<file path="src/rtl/axi4l_pkg.sv">
// Shared types for the AXI4-Lite register slave: response codes, FSM states,
// and the byte-lane merge used when write strobes are honoured.
package axi4l_pkg;

  typedef enum logic [1:0] {
    OKAY   = 2'b00,
    SLVERR = 2'b10
  } resp_t;

  typedef enum logic [1:0] {
    WR_IDLE    = 2'd0,
    WR_WAIT_W  = 2'd1,
    WR_WAIT_AW = 2'd2,
    WR_RESP    = 2'd3
  } wr_state_t;

  typedef enum logic {
    RD_IDLE = 1'b0,
    RD_DATA = 1'b1
  } rd_state_t;

  function automatic logic [31:0] strb_merge(input logic [31:0] old_v,
                                             input logic [31:0] new_v,
                                             input logic [3:0]  strb);
    logic [31:0] res;
    res = old_v;
    for (int k = 0; k < 4; k++) begin
      if (strb[k]) res[8*k +: 8] = new_v[8*k +: 8];
    end
    return res;
  endfunction

endpackage

</file>
<file path="src/rtl/axi4l_reg_slave.sv">
// AXI4-Lite slave exposing NUM_REGS 32-bit registers (RW drive reg_o, RO read status_i).
// Define AXI4L_WSTRB_EN to honour wstrb per byte lane; otherwise writes are full-word.
module axi4l_reg_slave
  import axi4l_pkg::*;
#(
  parameter int                  ADDR_WIDTH = 32,
  parameter int                  DATA_WIDTH = 32,
  parameter int                  NUM_REGS   = 8,
  parameter logic [NUM_REGS-1:0] RO_MASK    = '0
) (
  input  logic                     clk,
  input  logic                     rst,
  input  logic [ADDR_WIDTH-1:0]    awaddr,
  input  logic                     awvalid,
  output logic                     awready,
  input  logic [31:0]              wdata,
  input  logic [3:0]               wstrb,
  input  logic                     wvalid,
  output logic                     wready,
  output logic [1:0]               bresp,
  output logic                     bvalid,
  input  logic                     bready,
  input  logic [ADDR_WIDTH-1:0]    araddr,
  input  logic                     arvalid,
  output logic                     arready,
  output logic [31:0]              rdata,
  output logic [1:0]               rresp,
  output logic                     rvalid,
  input  logic                     rready,
  output logic [NUM_REGS*32-1:0]   reg_o,
  output logic [NUM_REGS-1:0]      wr_pulse_o,
  input  logic [NUM_REGS*32-1:0]   status_i,
  output wr_state_t                wr_state_o,
  output rd_state_t                rd_state_o
);

  // Handshake rule on every channel: a transfer happens on a rising edge where
  // valid and ready are both high; valid, once raised, holds its payload stable
  // until that edge, and ready never depends combinationally on valid.

  localparam int IDXW = ADDR_WIDTH - 2;

  if (DATA_WIDTH != 32) begin : g_dw_check
    $error("axi4l_reg_slave: DATA_WIDTH must be 32");
  end

  wr_state_t                   wr_state_q, wr_state_d;
  rd_state_t                   rd_state_q, rd_state_d;
  logic [NUM_REGS-1:0][31:0]   regs_q, regs_d;
  logic [NUM_REGS-1:0]         pulse_q, pulse_d;
  logic [ADDR_WIDTH-1:0]       aw_addr_q, aw_addr_d;
  logic [31:0]                 w_data_q, w_data_d;
  logic [3:0]                  w_strb_q, w_strb_d;
  resp_t                       bresp_q, bresp_d;
  logic [31:0]                 rdata_q, rdata_d;
  resp_t                       rresp_q, rresp_d;

  logic                        commit;
  logic [ADDR_WIDTH-1:0]       c_addr;
  logic [31:0]                 c_data;
  logic [3:0]                  c_strb;
  logic [IDXW-1:0]             wr_idx, rd_idx;
  logic                        wr_hit, rd_hit;
  logic                        unused_bits;

  assign unused_bits = ^{awaddr[1:0], araddr[1:0], aw_addr_q[1:0], c_addr[1:0], c_strb};

  // Write FSM: accept AW and W in either order, commit once both halves are held.
  always_comb begin
    wr_state_d = wr_state_q;
    awready    = 1'b0;
    wready     = 1'b0;
    commit     = 1'b0;
    c_addr     = awaddr;
    c_data     = wdata;
    c_strb     = wstrb;
    aw_addr_d  = aw_addr_q;
    w_data_d   = w_data_q;
    w_strb_d   = w_strb_q;
    case (wr_state_q)
      WR_IDLE: begin
        awready = 1'b1;
        wready  = 1'b1;
        if (awvalid && wvalid) begin
          commit     = 1'b1;
          wr_state_d = WR_RESP;
        end else if (awvalid) begin
          aw_addr_d  = awaddr;
          wr_state_d = WR_WAIT_W;
        end else if (wvalid) begin
          w_data_d   = wdata;
          w_strb_d   = wstrb;
          wr_state_d = WR_WAIT_AW;
        end
      end
      WR_WAIT_W: begin
        wready = 1'b1;
        c_addr = aw_addr_q;
        if (wvalid) begin
          commit     = 1'b1;
          wr_state_d = WR_RESP;
        end
      end
      WR_WAIT_AW: begin
        awready = 1'b1;
        c_data  = w_data_q;
        c_strb  = w_strb_q;
        if (awvalid) begin
          commit     = 1'b1;
          wr_state_d = WR_RESP;
        end
      end
      WR_RESP: begin
        if (bready) wr_state_d = WR_IDLE;
      end
      default: wr_state_d = WR_IDLE;
    endcase
    if (rst) begin
      awready = 1'b0;
      wready  = 1'b0;
    end
  end

  assign wr_idx = c_addr[ADDR_WIDTH-1:2];
  assign wr_hit = (wr_idx < IDXW'(NUM_REGS));

  always_comb begin
    regs_d  = regs_q;
    pulse_d = '0;
    bresp_d = bresp_q;
    if (commit) begin
      bresp_d = wr_hit ? OKAY : SLVERR;
      for (int i = 0; i < NUM_REGS; i++) begin
        if (wr_hit && (wr_idx == IDXW'(i)) && !RO_MASK[i]) begin
          pulse_d[i] = 1'b1;
`ifdef AXI4L_WSTRB_EN
          regs_d[i]  = strb_merge(regs_q[i], c_data, c_strb);
`else
          regs_d[i]  = c_data;
`endif
        end
      end
    end
  end

  // Read FSM: data is captured at the AR handshake, so a same-cycle write commit
  // to the same register is not yet visible.
  assign rd_idx = araddr[ADDR_WIDTH-1:2];
  assign rd_hit = (rd_idx < IDXW'(NUM_REGS));

  always_comb begin
    rd_state_d = rd_state_q;
    arready    = 1'b0;
    rdata_d    = rdata_q;
    rresp_d    = rresp_q;
    case (rd_state_q)
      RD_IDLE: begin
        arready = !rst;
        if (arvalid) begin
          rd_state_d = RD_DATA;
          rdata_d    = '0;
          rresp_d    = rd_hit ? OKAY : SLVERR;
          for (int i = 0; i < NUM_REGS; i++) begin
            if (rd_hit && (rd_idx == IDXW'(i))) begin
              rdata_d = RO_MASK[i] ? status_i[32*i +: 32] : regs_q[i];
            end
          end
        end
      end
      RD_DATA: begin
        if (rready) rd_state_d = RD_IDLE;
      end
      default: rd_state_d = RD_IDLE;
    endcase
  end

  always_ff @(posedge clk) begin
    if (rst) begin
      wr_state_q <= WR_IDLE;
      rd_state_q <= RD_IDLE;
      regs_q     <= '0;
      pulse_q    <= '0;
      aw_addr_q  <= '0;
      w_data_q   <= '0;
      w_strb_q   <= '0;
      bresp_q    <= OKAY;
      rdata_q    <= '0;
      rresp_q    <= OKAY;
    end else begin
      wr_state_q <= wr_state_d;
      rd_state_q <= rd_state_d;
      regs_q     <= regs_d;
      pulse_q    <= pulse_d;
      aw_addr_q  <= aw_addr_d;
      w_data_q   <= w_data_d;
      w_strb_q   <= w_strb_d;
      bresp_q    <= bresp_d;
      rdata_q    <= rdata_d;
      rresp_q    <= rresp_d;
    end
  end

  assign bvalid     = (wr_state_q == WR_RESP);
  assign bresp      = bresp_q;
  assign rvalid     = (rd_state_q == RD_DATA);
  assign rdata      = rdata_q;
  assign rresp      = rresp_q;
  assign reg_o      = regs_q;
  assign wr_pulse_o = pulse_q;
  assign wr_state_o = wr_state_q;
  assign rd_state_o = rd_state_q;

endmodule
</file>
<file path="config.mk">
export PLATFORM = sky130hd
export DESIGN_NAME = axi4l_reg_slave
export DESIGN_NICKNAME = d
export VERILOG_FILES = /design/src/rtl/axi4l_pkg.sv /design/src/rtl/axi4l_reg_slave.sv
export SDC_FILE = /design/constraint.sdc
export NUM_CORES = 1
export LEC_CHECK = 0
export CAP_MARGIN = 30
export CORE_AREA = 2 2 263 265
export DETAILED_ROUTE_END_ITERATION = 16
export DIE_AREA = 0 0 265 267
export PLACE_DENSITY = 0.5
export RECOVER_POWER = 50
export SYNTH_ARGS = -nofsm -noshare
export SYNTH_HDL_FRONTEND = slang
export SYNTH_SLANG_ARGS = --single-unit
</file>
<file path="constraint.sdc">
create_clock -name clk -period 3.21 [get_ports clk]
set_input_delay 0.4815 -clock clk [delete_from_list [all_inputs] [get_ports clk]]
set_output_delay 0.4815 -clock clk [all_outputs]
set_load 0.02 [all_outputs]
</file>
### Word level (Yosys, flattened, before mapping)

Index checks and enable logic that the tools add are counted.

* word-level logic and storage cells: 118
* flip-flop bits (word level): 367
* output and inout port bits: 308

* equality and inequality tests: 21
* bitwise gates (word level): 4
* mux-type cells: 39
* reduce and logical (&&, ||, !) cells: 36
* magnitude comparators: 2

Operators by type and width (number)
* two-way mux 32 bit: 10
* == test 30 x 3 -> 1 bit (second input constant): 8
* == test 30 x 2 -> 1 bit (second input constant): 4
* == test 30 x 1 -> 1 bit (second input constant): 2
* zero test 30 bit: 2
* less-than comparator 30 x 4 -> 1 bit (second input constant): 2
* two-way mux 1 bit: 18
* AND reduction 2 bit: 9
* logical AND 1 bit: 17
* two-way mux 2 bit: 8
* case mux 2 bit (4 select lines): 1
* AND reduction 4 bit: 2
* OR reduction 2 bit: 3
* == test 2 bit (second input constant): 2
* != test 2 bit (second input constant): 2
* != test 4 bit (second input constant): 1
* inverter 1 bit: 4
* case mux 1 bit (3 select lines): 1
* AND reduction 3 bit: 1
* == test 2 x 1 -> 1 bit (second input constant): 1
* zero test 2 bit: 1
* != test 2 x 1 -> 1 bit (second input constant): 1
* case mux 1 bit (2 select lines): 1
* zero test 1 bit: 1

### Longest topological paths before layout

* word-level depth: 10
* gate-level depth with buffers: 10

### Least setup slack after synthesis

OpenSTA, ideal clock, no wires.

* kind: reg-to-reg
* start: register wr_state_q[1] (netlist: wr_state_o[1])
* end: register regs_q (netlist bit reg_o[10])
* path buffers: 2
* data arrival time: 2265 ps
* cell stages (with the launch flop): 10
* slack: 816 ps
* period minus slack after synthesis: 2394 ps
* path through: dfxtp_1 -> inv_1 -> ha_1 -> buf_4 -> nor4_2 -> nand4_1 -> a221oi_4 -> nand4_2 -> buf_2 -> mux2i_1

* word-level cells in the longest chain between the ends: 5
* elaborated cells between the ends (all ways): 10
* those cells by class: order compare: 1; eq/ne: 2; mux: 3; reduce/logical: 4

Ends and longest elaborated chain
* from (decl): line axi4l_reg_slave.sv:47 `wr_state_t wr_state_q, wr_state_d;`
* from (signal assigned): line axi4l_reg_slave.sv:190 `wr_state_q <= wr_state_d;`
* == test 2 x 1 -> 1 bit: line axi4l_reg_slave.sv:80 `case (wr_state_q)`
* two-way mux 32 bit: line axi4l_reg_slave.sv:80
* less-than comparator 30 x 4 -> 1 bit / zero test 30 bit (equally long branches): line axi4l_reg_slave.sv:125, axi4l_reg_slave.sv:134
* logical AND 1 bit: line axi4l_reg_slave.sv:134 `if (wr_hit && (wr_idx == IDXW'(i)) && !RO_MASK[i]) begin`
* AND reduction 2 bit (no line)
* to (signal assigned): line axi4l_reg_slave.sv:192 `regs_q <= regs_d;`
* to (decl): line axi4l_reg_slave.sv:49 `logic [NUM_REGS-1:0][31:0] regs_q, regs_d;`

Parallel ways exist; a longest one is shown, timed or not.
A chain may end at the register's enable or synchronous reset.

### Worst setup path after layout

* start: register wr_state_q[1] (netlist: wr_state_o[1])
* end: register regs_q (netlist bit reg_o[146])

* word-level cells in the longest chain between the ends: 5
* elaborated cells between the ends (all ways): 10
* those cells by class: order compare: 1; eq/ne: 3; mux: 3; reduce/logical: 3

Ends and longest elaborated chain (line)
* == test 2 x 1 -> 1 bit: axi4l_reg_slave.sv:80
* two-way mux 32 bit: axi4l_reg_slave.sv:80
* less-than comparator 30 x 4 -> 1 bit / == test 30 x 3 -> 1 bit (equally long branches): axi4l_reg_slave.sv:125, axi4l_reg_slave.sv:134
* logical AND 1 bit: axi4l_reg_slave.sv:134
* AND reduction 2 bit (no line)

Parallel ways exist; a longest one is shown, timed or not.

==> impl_metrics.env <==
export IMPL_overflow=0
export IMPL_p_leak_nw=10.7
export IMPL_slowest_delay_ns=0.44
export IMPL_dieHeight_microns=267
export IMPL_portBuffers=404
export IMPL_cp_start_kind="register"
export IMPL_critical_path_slowest_cell="buf_4"
export IMPL_worstPathArrival_ns=3.42
export IMPL_setup_tns_ns=0
export IMPL_dpl_worst_slack_ns=0.146
export IMPL_min_path_type="in2reg"
export IMPL_ys_types=55
export IMPL_fin_nets=2494
export IMPL_initial_core_util=0.247
export IMPL_cts_sinks=363
export IMPL_root_buffer="clkbuf_16"
export IMPL_fin_ws_ns=0.276
export IMPL_worstPathMaxFanout=18
export IMPL_dp_hpwl_mm=50.0
export IMPL_synth_edf_count=0
export IMPL_yosysSeqAreaShare=0.432
export IMPL_drv_cap=1
export IMPL_cts_buffers=44
export IMPL_grt_setup_unrepaired="no"
export IMPL_finalPower_mw=11.6
export IMPL_fp_row_count=96
export IMPL_drc=0
export IMPL_syn_instance_count=1784
export IMPL_ioPinCount=671
export IMPL_via_count=14317
export IMPL_avgRoutedWirePerCell_microns=23.2
export IMPL_post_cts_setup_buffers=0
export IMPL_die_area_sq_um=70800
export IMPL_antenna_found_initial=10
export IMPL_critPathBufInv=3
export IMPL_htreeDepth=2
export IMPL_min_period_over_period=0.914
export IMPL_synth_flop_cell="dfxtp_1"
export IMPL_path_cells="inv_1 -> ha_1 -> buf_4 -> mux2_2 -> and2_0 -> nand4b_4 -> buf_4 -> mux2i_1"
export IMPL_async_flop_share=0
export IMPL_crit_path_end_kind="register"
export IMPL_run_status="finished with violations"
export IMPL_globalplace_congestion=0.800
export IMPL_vias_per_cell=4.72
export IMPL_violations="max-capacitance violations"
export IMPL_postLayoutCoreUtil=0.342
export IMPL_fillers=6922
export IMPL_crit_top_cell="buf_4"
export IMPL_max_freq_mhz=341
export IMPL_grt_pass1_vias=14197
export IMPL_yosys_warnings=0
export IMPL_synth_area_sq_um=16800
export IMPL_ir_drop_mv=0.370
export IMPL_worst_slew_pin_slew_ns=1.48
export IMPL_core_area_sq_um=68000
export IMPL_hold_viol=0
export IMPL_die_x_microns=265
export IMPL_syn2layout_area_growth_pct=38.1
export IMPL_drive_gt1_frac=0.0935
export IMPL_power_density_nw_per_um2=498
export IMPL_worstPathRequired_ns=3.70
export IMPL_final_common_cell="dfxtp_1"
export IMPL_clk_latency_ns=0.56
export IMPL_clk_path_buf_depth=3
export IMPL_grt_pass1_wl_mm=100
export IMPL_tritoncts="yes"
export IMPL_slew_headroom=0.0110
export IMPL_period_needed_ns=2.93
export IMPL_cts_clk_slew_worst_paths_ns=0.05
export IMPL_first_pass_iters=5
export IMPL_avgSynthCellArea_sq_um=9.43
export IMPL_critPathKind="reg2reg"
export IMPL_synth_seq_cells=363
export IMPL_grt_max_degree=150
export IMPL_ant_nets=0
export IMPL_finClkSkew_ns=0.00877
export IMPL_cts_resized=0
export IMPL_track_usage=0.193
export IMPL_critPathTopFamily="buffers and inverters"
export IMPL_holdBufCountCts=0
export IMPL_drtIter0Drc=892
export IMPL_mostFrequentLayoutCells="363 x dfxtp_1, 324 x mux2i_1, 294 x dlygate4sd3_1"
export IMPL_wirelength_mm=70.4
export IMPL_maxSlewViolCount=0
export IMPL_final_setup_viol_count=0
worst paths after layout:
| path | from | end | slack (ns) | cells after the start |
|---|---|---|---|---|
| worst max-delay path | wr_state_o[1] | reg_o[146] | 0.28 | 8 |
| worst min-delay path | rst | w_data_q[22] | 0.34 | 2 |
| worst max register to register | wr_state_o[1] | reg_o[146] | 0.28 | 8 |
| worst min register to register | aw_addr_q[4] | aw_addr_q[4] | 0.45 | 2 |
cell usage after synthesis (all sizes together) (8+ instances only):
library cell / number / area share
a21oi: 86 / 0.026
nand3: 13 / 0.0039
nor2: 92 / 0.021
nor3: 24 / 0.0071
nor2b: 18 / 0.0067
o31ai: 14 / 0.0062
a211oi: 9 / 0.0040
o22a: 10 / 0.0052
nand2: 176 / 0.039
a221o: 10 / 0.0060
clkbuf: 85 / 0.019
buf: 83 / 0.024
nand2b: 264 / 0.098
nor4: 20 / 0.0098
or2: 48 / 0.018
nand4: 12 / 0.0077
mux4: 8 / 0.011
o211ai: 13 / 0.0058
mux2i: 324 / 0.19
a311oi: 22 / 0.011
a22oi: 18 / 0.0089
inv: 16 / 0.0036
o2bb2ai: 9 / 0.0047
dfxtp: 363 / 0.43
stage by stage:
stage          instance area [sq um]  hold WS (ns)  instances
3_5_place_dp                   21900         0.446       2962
5_1_grt                        23200         0.342       3032
4_1_cts                        23300         0.306       3032
2_1_floorplan                  16800         0.431       1785
3_3_place_gp                   21900         0.441       2962
6_report                       23200         0.337       3033
registers in the layout, indices dropped and copies added (netlist names):
| register | count |
|---|---|
| rdata | 32 |
| wr_state_o | 2 |
| reg_o | 256 |
| rd_state_o | 1 |
| aw_addr_q | 30 |
| bresp | 1 |
| wr_pulse_o | 8 |
| rresp | 1 |
| w_data_q | 32 |
metal layers:
metal | vias to the layer above | global-route usage | share of wire | wire length, microns
met3 | 100 | 0.0422 | 0.063 | 4460
li1 | 6798 | - | - | -
met1 | 6970 | 0.263 | 0.46 | 32500
met5 | - | 0 | 0.00068 | 48
met2 | 441 | 0.310 | 0.45 | 31800
met4 | 8 | 0.0458 | 0.022 | 1540
cell type report:
class,count,area [sq um],share of cell area
clock inverter,4,76.3,0.00329
tap,882,1100,0.0475
clock buffer,66,1260,0.0545
sequential,363,7270,0.313
timing repair buffer,463,4610,0.198
antenna,1,2.50,0.000108
multi-input combinational,1237,8840,0.381
inverter,17,63.8,0.00275
kinds of logic after synthesis:
kind of cell	after synthesis	synth area share
and+or+nand+nor	682	0.221
DFF	363	0.432
muxes	338	0.208
AOI/OAI and AO/OA	210	0.0881
buffers and inverters	185	0.0469
adders and majority gates	5	0.00372
other	1	0.000223
report_power, final:
part / internal, mW / switching [mW]
registers: 4.63 / 0.0782
logic: 0.766 / 1.28
clock network: 2.85 / 1.96
total: 8.25 / 3.32
Power figures use the tool's default switching activity.
